--- config.mk ---
export PLATFORM = sky130hd
export DESIGN_NAME = traffic_light_controller
export DESIGN_NICKNAME = d
export VERILOG_FILES = /design/src/rtl/traffic_pkg.sv /design/src/rtl/car_sensor_sync.sv /design/src/rtl/traffic_light_controller.sv
export SDC_FILE = /design/constraint.sdc
export NUM_CORES = 1
export LEC_CHECK = 0
export CORE_UTILIZATION = 30
export DETAILED_ROUTE_END_ITERATION = 8
export HOLD_SLACK_MARGIN = 0.15
export PLACE_DENSITY = 0.55
export SETUP_SLACK_MARGIN = 0.3
export SYNTH_ARGS = -nofsm -noshare
export SYNTH_HDL_FRONTEND = slang
export SYNTH_SLANG_ARGS = --single-unit
export TNS_END_PERCENT = 10
--- constraint.sdc ---
create_clock -name clock -period 3.65 [get_ports clock]
set_input_delay 0.5475 -clock clock [delete_from_list [all_inputs] [get_ports clock]]
set_output_delay 0.5475 -clock clock [all_outputs]
set_load 0.005 [all_outputs]
--- src/rtl/traffic_pkg.sv ---
// rtl/traffic_pkg.sv - state and light encodings shared by the traffic light controller
package traffic_pkg;

  // Gray sequence: every legal transition flips exactly one state bit.
  typedef enum logic [1:0] {
    HG = 2'b00,
    HY = 2'b01,
    SG = 2'b11,
    SY = 2'b10
  } state_t;

  localparam logic [2:0] RED    = 3'b100;
  localparam logic [2:0] YELLOW = 3'b010;
  localparam logic [2:0] GREEN  = 3'b001;

  typedef struct packed {
    logic [2:0] highway;
    logic [2:0] country;
  } lights_t;

  function automatic lights_t decode_lights(input state_t s);
    lights_t l;
    case (s)
      HG:      l = '{highway: GREEN,  country: RED};
      HY:      l = '{highway: YELLOW, country: RED};
      SG:      l = '{highway: RED,    country: GREEN};
      SY:      l = '{highway: RED,    country: YELLOW};
      default: l = '{highway: RED,    country: RED};
    endcase
    return l;
  endfunction

endpackage

--- src/rtl/car_sensor_sync.sv ---
// rtl/car_sensor_sync.sv - 2-flop car sensor synchronizer, debounced when CAR_DEBOUNCE_EN is defined
module car_sensor_sync #(
  parameter int DEBOUNCE_CYCLES = 1000000
) (
  input  logic clock,
  input  logic reset,
  input  logic car_raw,
  output logic car_sync
);

  logic sync1_q, sync1_d;
  logic sync2_q, sync2_d;

  always_comb begin
    sync1_d = car_raw;
    sync2_d = sync1_q;
  end

  always_ff @(posedge clock) begin
    if (reset) begin
      sync1_q <= 1'b0;
      sync2_q <= 1'b0;
    end else begin
      sync1_q <= sync1_d;
      sync2_q <= sync2_d;
    end
  end

`ifdef CAR_DEBOUNCE_EN
  localparam int CW = $clog2(DEBOUNCE_CYCLES + 1);

  logic [CW-1:0] cnt_q, cnt_d;
  logic          car_q, car_d;

  // Output only follows after the new level has held for the full window; any bounce restarts it.
  always_comb begin
    cnt_d = '0;
    car_d = car_q;
    if (sync2_q != car_q) begin
      if (cnt_q == CW'(DEBOUNCE_CYCLES - 1)) begin
        car_d = sync2_q;
      end else begin
        cnt_d = cnt_q + 1'b1;
      end
    end
  end

  always_ff @(posedge clock) begin
    if (reset) begin
      cnt_q <= '0;
      car_q <= 1'b0;
    end else begin
      cnt_q <= cnt_d;
      car_q <= car_d;
    end
  end

  assign car_sync = car_q;
`else
  assign car_sync = sync2_q;
`endif

endmodule

--- src/rtl/traffic_light_controller.sv ---
// rtl/traffic_light_controller.sv - highway/country light sequencer with timer restart pulse
// Optional car sensor debounce selected by CAR_DEBOUNCE_EN.
module traffic_light_controller
  import traffic_pkg::*;
#(
  parameter int DEBOUNCE_CYCLES = 1000000
) (
  input  logic       clock,
  input  logic       reset,
  input  logic       car_raw,
  input  logic       time_country,
  input  logic       time_yellow,
  output logic [1:0] state,
  output logic [2:0] highway_light,
  output logic [2:0] country_light,
  output logic       car_sync,
  output logic       timer_restart
);

  state_t  state_q, state_d;
  lights_t lights_q, lights_d;
  logic    restart_q, restart_d;
  logic    started_q, started_d;

  car_sensor_sync #(
    .DEBOUNCE_CYCLES(DEBOUNCE_CYCLES)
  ) u_car_sensor_sync (
    .clock   (clock),
    .reset   (reset),
    .car_raw (car_raw),
    .car_sync(car_sync)
  );

  // Timer flags are stale while the restart pulse is out, so no move is taken in that cycle.
  always_comb begin
    state_d   = state_q;
    started_d = 1'b1;
    if (started_q && !restart_q) begin
      case (state_q)
        HG:      if (car_sync && time_country)  state_d = HY;
        HY:      if (time_yellow)               state_d = SG;
        SG:      if (!car_sync || time_country) state_d = SY;
        SY:      if (time_yellow)               state_d = HG;
        default:                                state_d = HG;
      endcase
    end
    restart_d = !started_q || (state_d != state_q);
    lights_d  = decode_lights(state_d);
  end

  always_ff @(posedge clock) begin
    if (reset) begin
      state_q   <= HG;
      lights_q  <= '{highway: GREEN, country: RED};
      restart_q <= 1'b0;
      started_q <= 1'b0;
    end else begin
      state_q   <= state_d;
      lights_q  <= lights_d;
      restart_q <= restart_d;
      started_q <= started_d;
    end
  end

  assign state         = state_q;
  assign highway_light = lights_q.highway;
  assign country_light = lights_q.country;
  assign timer_restart = restart_q;

endmodule

* Yosys cells after proc, flatten, opt, wreduce, memory -nomap -nowiden
Cells that the tools add are included.
Word-level totals: flip-flop bits (word level) 12, bits of input ports 5, output and inout bits 10, logic and storage cells 31
Cells by class: equal/unequal tests 7, mux-type cells 8, reduce and logical (&&, ||, !) cells 9
Operator list (count):
- 6-bit one-hot mux with 4 select lines | 1
- 2-bit two-way mux | 5
- 2-bit == test, second input constant | 4
- 2-bit one-hot mux with 4 select lines | 1
- 2-bit by 1-bit == test with 1-bit output, second input constant | 2
- 2-bit zero test | 2
- 1-bit zero test | 3
- 1-bit logical AND | 2
- 1-bit logical OR | 2
- 2-bit != test | 1
- 1-bit two-way mux | 1

* Depth between registers and ports, before layout
depth after elaboration 7, gate-level depth with buffers 4, gate-level depth less buffers 3

* Hierarchy
Synthesis repeated with hierarchy kept, for this count alone.
Unflattened totals: cell total of the unflattened synthesis 44, area total of the unflattened synthesis 461.7 um^2
Modules (own cells, without submodules):
- traffic_light_controller | times used 1, cells each 40, area each 409.1 um^2, sequential area each 200.2 um^2
- car_sensor_sync | times used 1, cells each 4, area each 52.6 um^2, sequential area each 40.0 um^2

* Worst setup path before layout
Ideal clock, no wire load.
path kind in2reg, from input time_yellow, to register lights_q, in the netlist country_light[1], library setup time 0.116 ns, arrival time 1.261 ns, required time 3.534 ns, path slack 2.273 ns, stages 3, path buffers 0, cells stage by stage and3b_2 mux2_4 and4_1
On the way: word-level cells in the longest chain between the ends 5, elaborated cells on any way between the ends 9, those cells by class eq/ne (3); mux (5); reduce/logical (1)
RTL lines:
- from (decl) | line traffic_light_controller.sv:12 | input logic time_yellow,
- 2-bit two-way mux (on tied branches) | line traffic_light_controller.sv:43, traffic_light_controller.sv:41
- 2-bit one-hot mux with 4 select lines * | line traffic_light_controller.sv:39 | case (state_q)
- 2-bit two-way mux * | line traffic_light_controller.sv:38 | if (started_q && !restart_q) begin
- 2-bit == test (tied with other cells) | line traffic_pkg.sv:23 | case (s)
- 6-bit one-hot mux with 4 select lines * | line traffic_pkg.sv:23
- to (signal assigned) | line traffic_light_controller.sv:54 | lights_q <= '{highway: GREEN, country: RED};
- to (signal assigned) | line traffic_light_controller.sv:59 | lights_q <= lights_d;
- to (decl) | line traffic_light_controller.sv:21 | lights_t lights_q, lights_d;
Mark *: on every way between the ends. The rest lies on a longest branch, timed or not. A chain may end at the register's enable or synchronous reset.

* Worst setup path in the final report
from register state_q[1] (netlist: state[1]), to output state[1]
RTL lines:
- from (decl) | line traffic_light_controller.sv:20 | state_t state_q, state_d;
- from (signal assigned) | line traffic_light_controller.sv:58 | state_q <= state_d;
- to (decl) | line traffic_light_controller.sv:13 | output logic [1:0] state,
No word-level cell between the ends.

==> metrics.yaml <==
p_sw_share_pct: 20.8
ys_ff_latch: 12
reg2regPathDepth: 3
crit_type: "register to output pin"
hold_violations: 0
num_rows: 13
num_antenna_cells: 0
multi_input_area_sq_um: 178
antenna_found_initial: 0
place_inst: 68
worst_pin_slew_ns: 0.353
grt_use_met3_pct: 5.00
busiest_layer: "met2"
wl_per_cell_um: 12.4
fin_ws_ns: 1.77
fin_crit_ns: 1.88
p_switching_mw: 0.0556
route.detailed.drc: 0
hpwlAfterDp_um: 687
tritoncts: "done"
synth_area_leaders: "dfxtp_1 (55%), mux2i_1 (4.6%), nor2b_1 (4.3%)"
synth.avg_cell_area_sq_um: 10.7
p_comb_share_pct: 9.7
cts_buffers: 3
synth_area_leader_cell: "dfxtp_1"
final_core_util_pct: 46.8
setup_viol: 0
die_w_um: 40.2
slew_headroom_pct: 76.3
p_per_area_nw_per_um2: 429
clockRootBuffer: "clkbuf_4"
nets: 63
gp_congestion: 0.716
slew_viol_final: 0
crit_cells: 1
seq_power_share_pct: 52.3
critPathRequiredTime_ns: 3.10
async_flop_share_pct: 0
overflow: 0
max_stage_delay_ns: 0.57
path_cells: "clkdlybuf4s50_1"
clk_pin_slew_ns: 0.07
drive_gt1_share_pct: 12.3
num_vias: 356
critPathBufInv: 1
internal-power_mw: 0.212
syn_nets: 46
holdBufCountCts: 0
period_share_pct: 51.6
port_buffers: 14
synth_edf_count: 0
h-tree-depth: 1
yosys_warnings: 0
rsz0062_at_grt: "no"
grt_pass1_vias: 359
regArea_sq_um: 240
synth_seq_area_share_pct: 54.9
grt_max_degree: 10
track_usage_pct: 14.9
cap_violations: 0
grtUsageMet1_pct: 14.9
cts_max_path_buffers: 2
crit_slowest_cell: "clkdlybuf4s50_1"
grt_use_met2_pct: 25.8
critPathTopFamily: "buffers and inverters"
vias_per_cell: 4.94
syn-instance-count: 41
status: "completed"
p_leak_nw: 0.230
yosysMostFrequentCell: "dfxtp_1"
end_kind: "output pin"
fmax_mhz: 531
insertion_delay_ns: 0.26
clock_skew_ns: 0.00389
num_io_pins: 15
drt_iter0_drc: 4
initial_core_util_pct: 32.8
ir_drop_v: 0.000261
core-area_sq_um: 1330
start_kind: "register"
die_h_um: 40.2
grt_pass1_wl_um: 1490
dieArea_sq_um: 1620
instances_no_fill: 72
dp_slack_ns: 1.71
areaGrowthSynthToFinish_pct: 42.6
hold_depth: 1
wirelength_um: 893
postCtsSetupBuffers: 0
hold_class: "register to register"
synth_ff_type: "dfxtp_1"
synth_common_cells: "dfxtp_1 (12), inv_1 (3), nor2_1 (3), nor2b_1 (3), mux2i_1 (2)"
p_clk_share_pct: 38.0
fillers: 134
holdWs_ns: 0.444
syn-cell-area_sq_um: 438
synth_top_area_share_pct: 54.9
drt_pass1_iterations: 4
synth.distinct_cells: 23
critPathArrivalTime_ns: 1.34
cts_sinks: 12
drtAntennaViolNets: 0
cts_resized: 0
fin_tns_setup_ns: 0
cp_max_fo: 9
==> layer usage <==
layer / share of wire, % / vias to the layer above
li1: - / 177
met1: 43 / 165
met2: 52 / 12
met3: 4.7 / 2
met4: 1.1 / 0
met5: 0 / -
==> area by class of cell <==
| type | count | area share, % |
|---|---|---|
| timing repair buffer | 14 | 22.4 |
| multi-input combinational | 24 | 28.5 |
| tap | 15 | 3.01 |
| sequential | 12 | 38.5 |
| clock buffer | 4 | 5.81 |
| inverter | 3 | 1.80 |
==> cells by family after synthesis <==
logic type | Yosys count | synth area share [%]
AOI/OAI and AO/OA | 8 | 14.3
and+or+nand+nor | 13 | 18.3
DFF | 12 | 54.9
muxes | 3 | 8.00
buffers and inverters | 5 | 4.57
==> registers in the layout, indices dropped and copies added, names as in the netlist <==
register / count
country_light: 3
started_q: 1
state: 2
u_car_sensor_sync.sync1_q: 1
timer_restart: 1
u_car_sensor_sync.car_sync: 1
highway_light: 3
==> path summary, 6_finish.rpt <==
path	slack, ns	from	to
max	1.77	state[1]$_SDFF_PP0_	state[1]
min	0.44	u_car_sensor_sync.sync1_q$_SDFF_PP0_	u_car_sensor_sync.car_sync$_SDFF_PP0_
max reg2reg	2.40	timer_restart$_SDFF_PP0_	country_light[1]$_SDFF_PP0_
min reg2reg	0.44	u_car_sensor_sync.sync1_q$_SDFF_PP0_	u_car_sensor_sync.car_sync$_SDFF_PP0_
==> cell usage in the layout, fill, tap and decap left out <==
cell	count
a2111o_1	1
a211oi_1	1
a211oi_2	1
a21o_1	1
a21oi_1	1
a41oi_1	1
and3b_2	1
and4_1	1
clkbuf_4	3
clkbuf_8	1
clkdlybuf4s50_1	14
dfxtp_1	12
inv_1	3
mux2_4	1
mux2i_1	2
nand2_1	1
nand2b_1	1
nand4_1	1
nand4b_1	1
nor2_1	3
nor2b_1	3
o21ai_0	1
o21ai_1	1
or3_1	1
==> metrics by stage <==
stage	total power, mW	area [sq um]
detailed placement	0.169	588
global route	0.281	624
CTS	0.273	624
finish	0.268	624
floorplan	0.154	438
global placement	0.168	588
==> power groups by stage <==
stage / logic, mW / clock network [mW] / registers [mW]
finish: 0.0260 / 0.102 / 0.140
global route: 0.0286 / 0.112 / 0.141
CTS: 0.0263 / 0.106 / 0.140
detailed placement: 0.0263 / 0 / 0.143
global placement: 0.0257 / 0 / 0.143
floorplan: 0.0119 / 0 / 0.142
(Power assumes the default switching activity.)
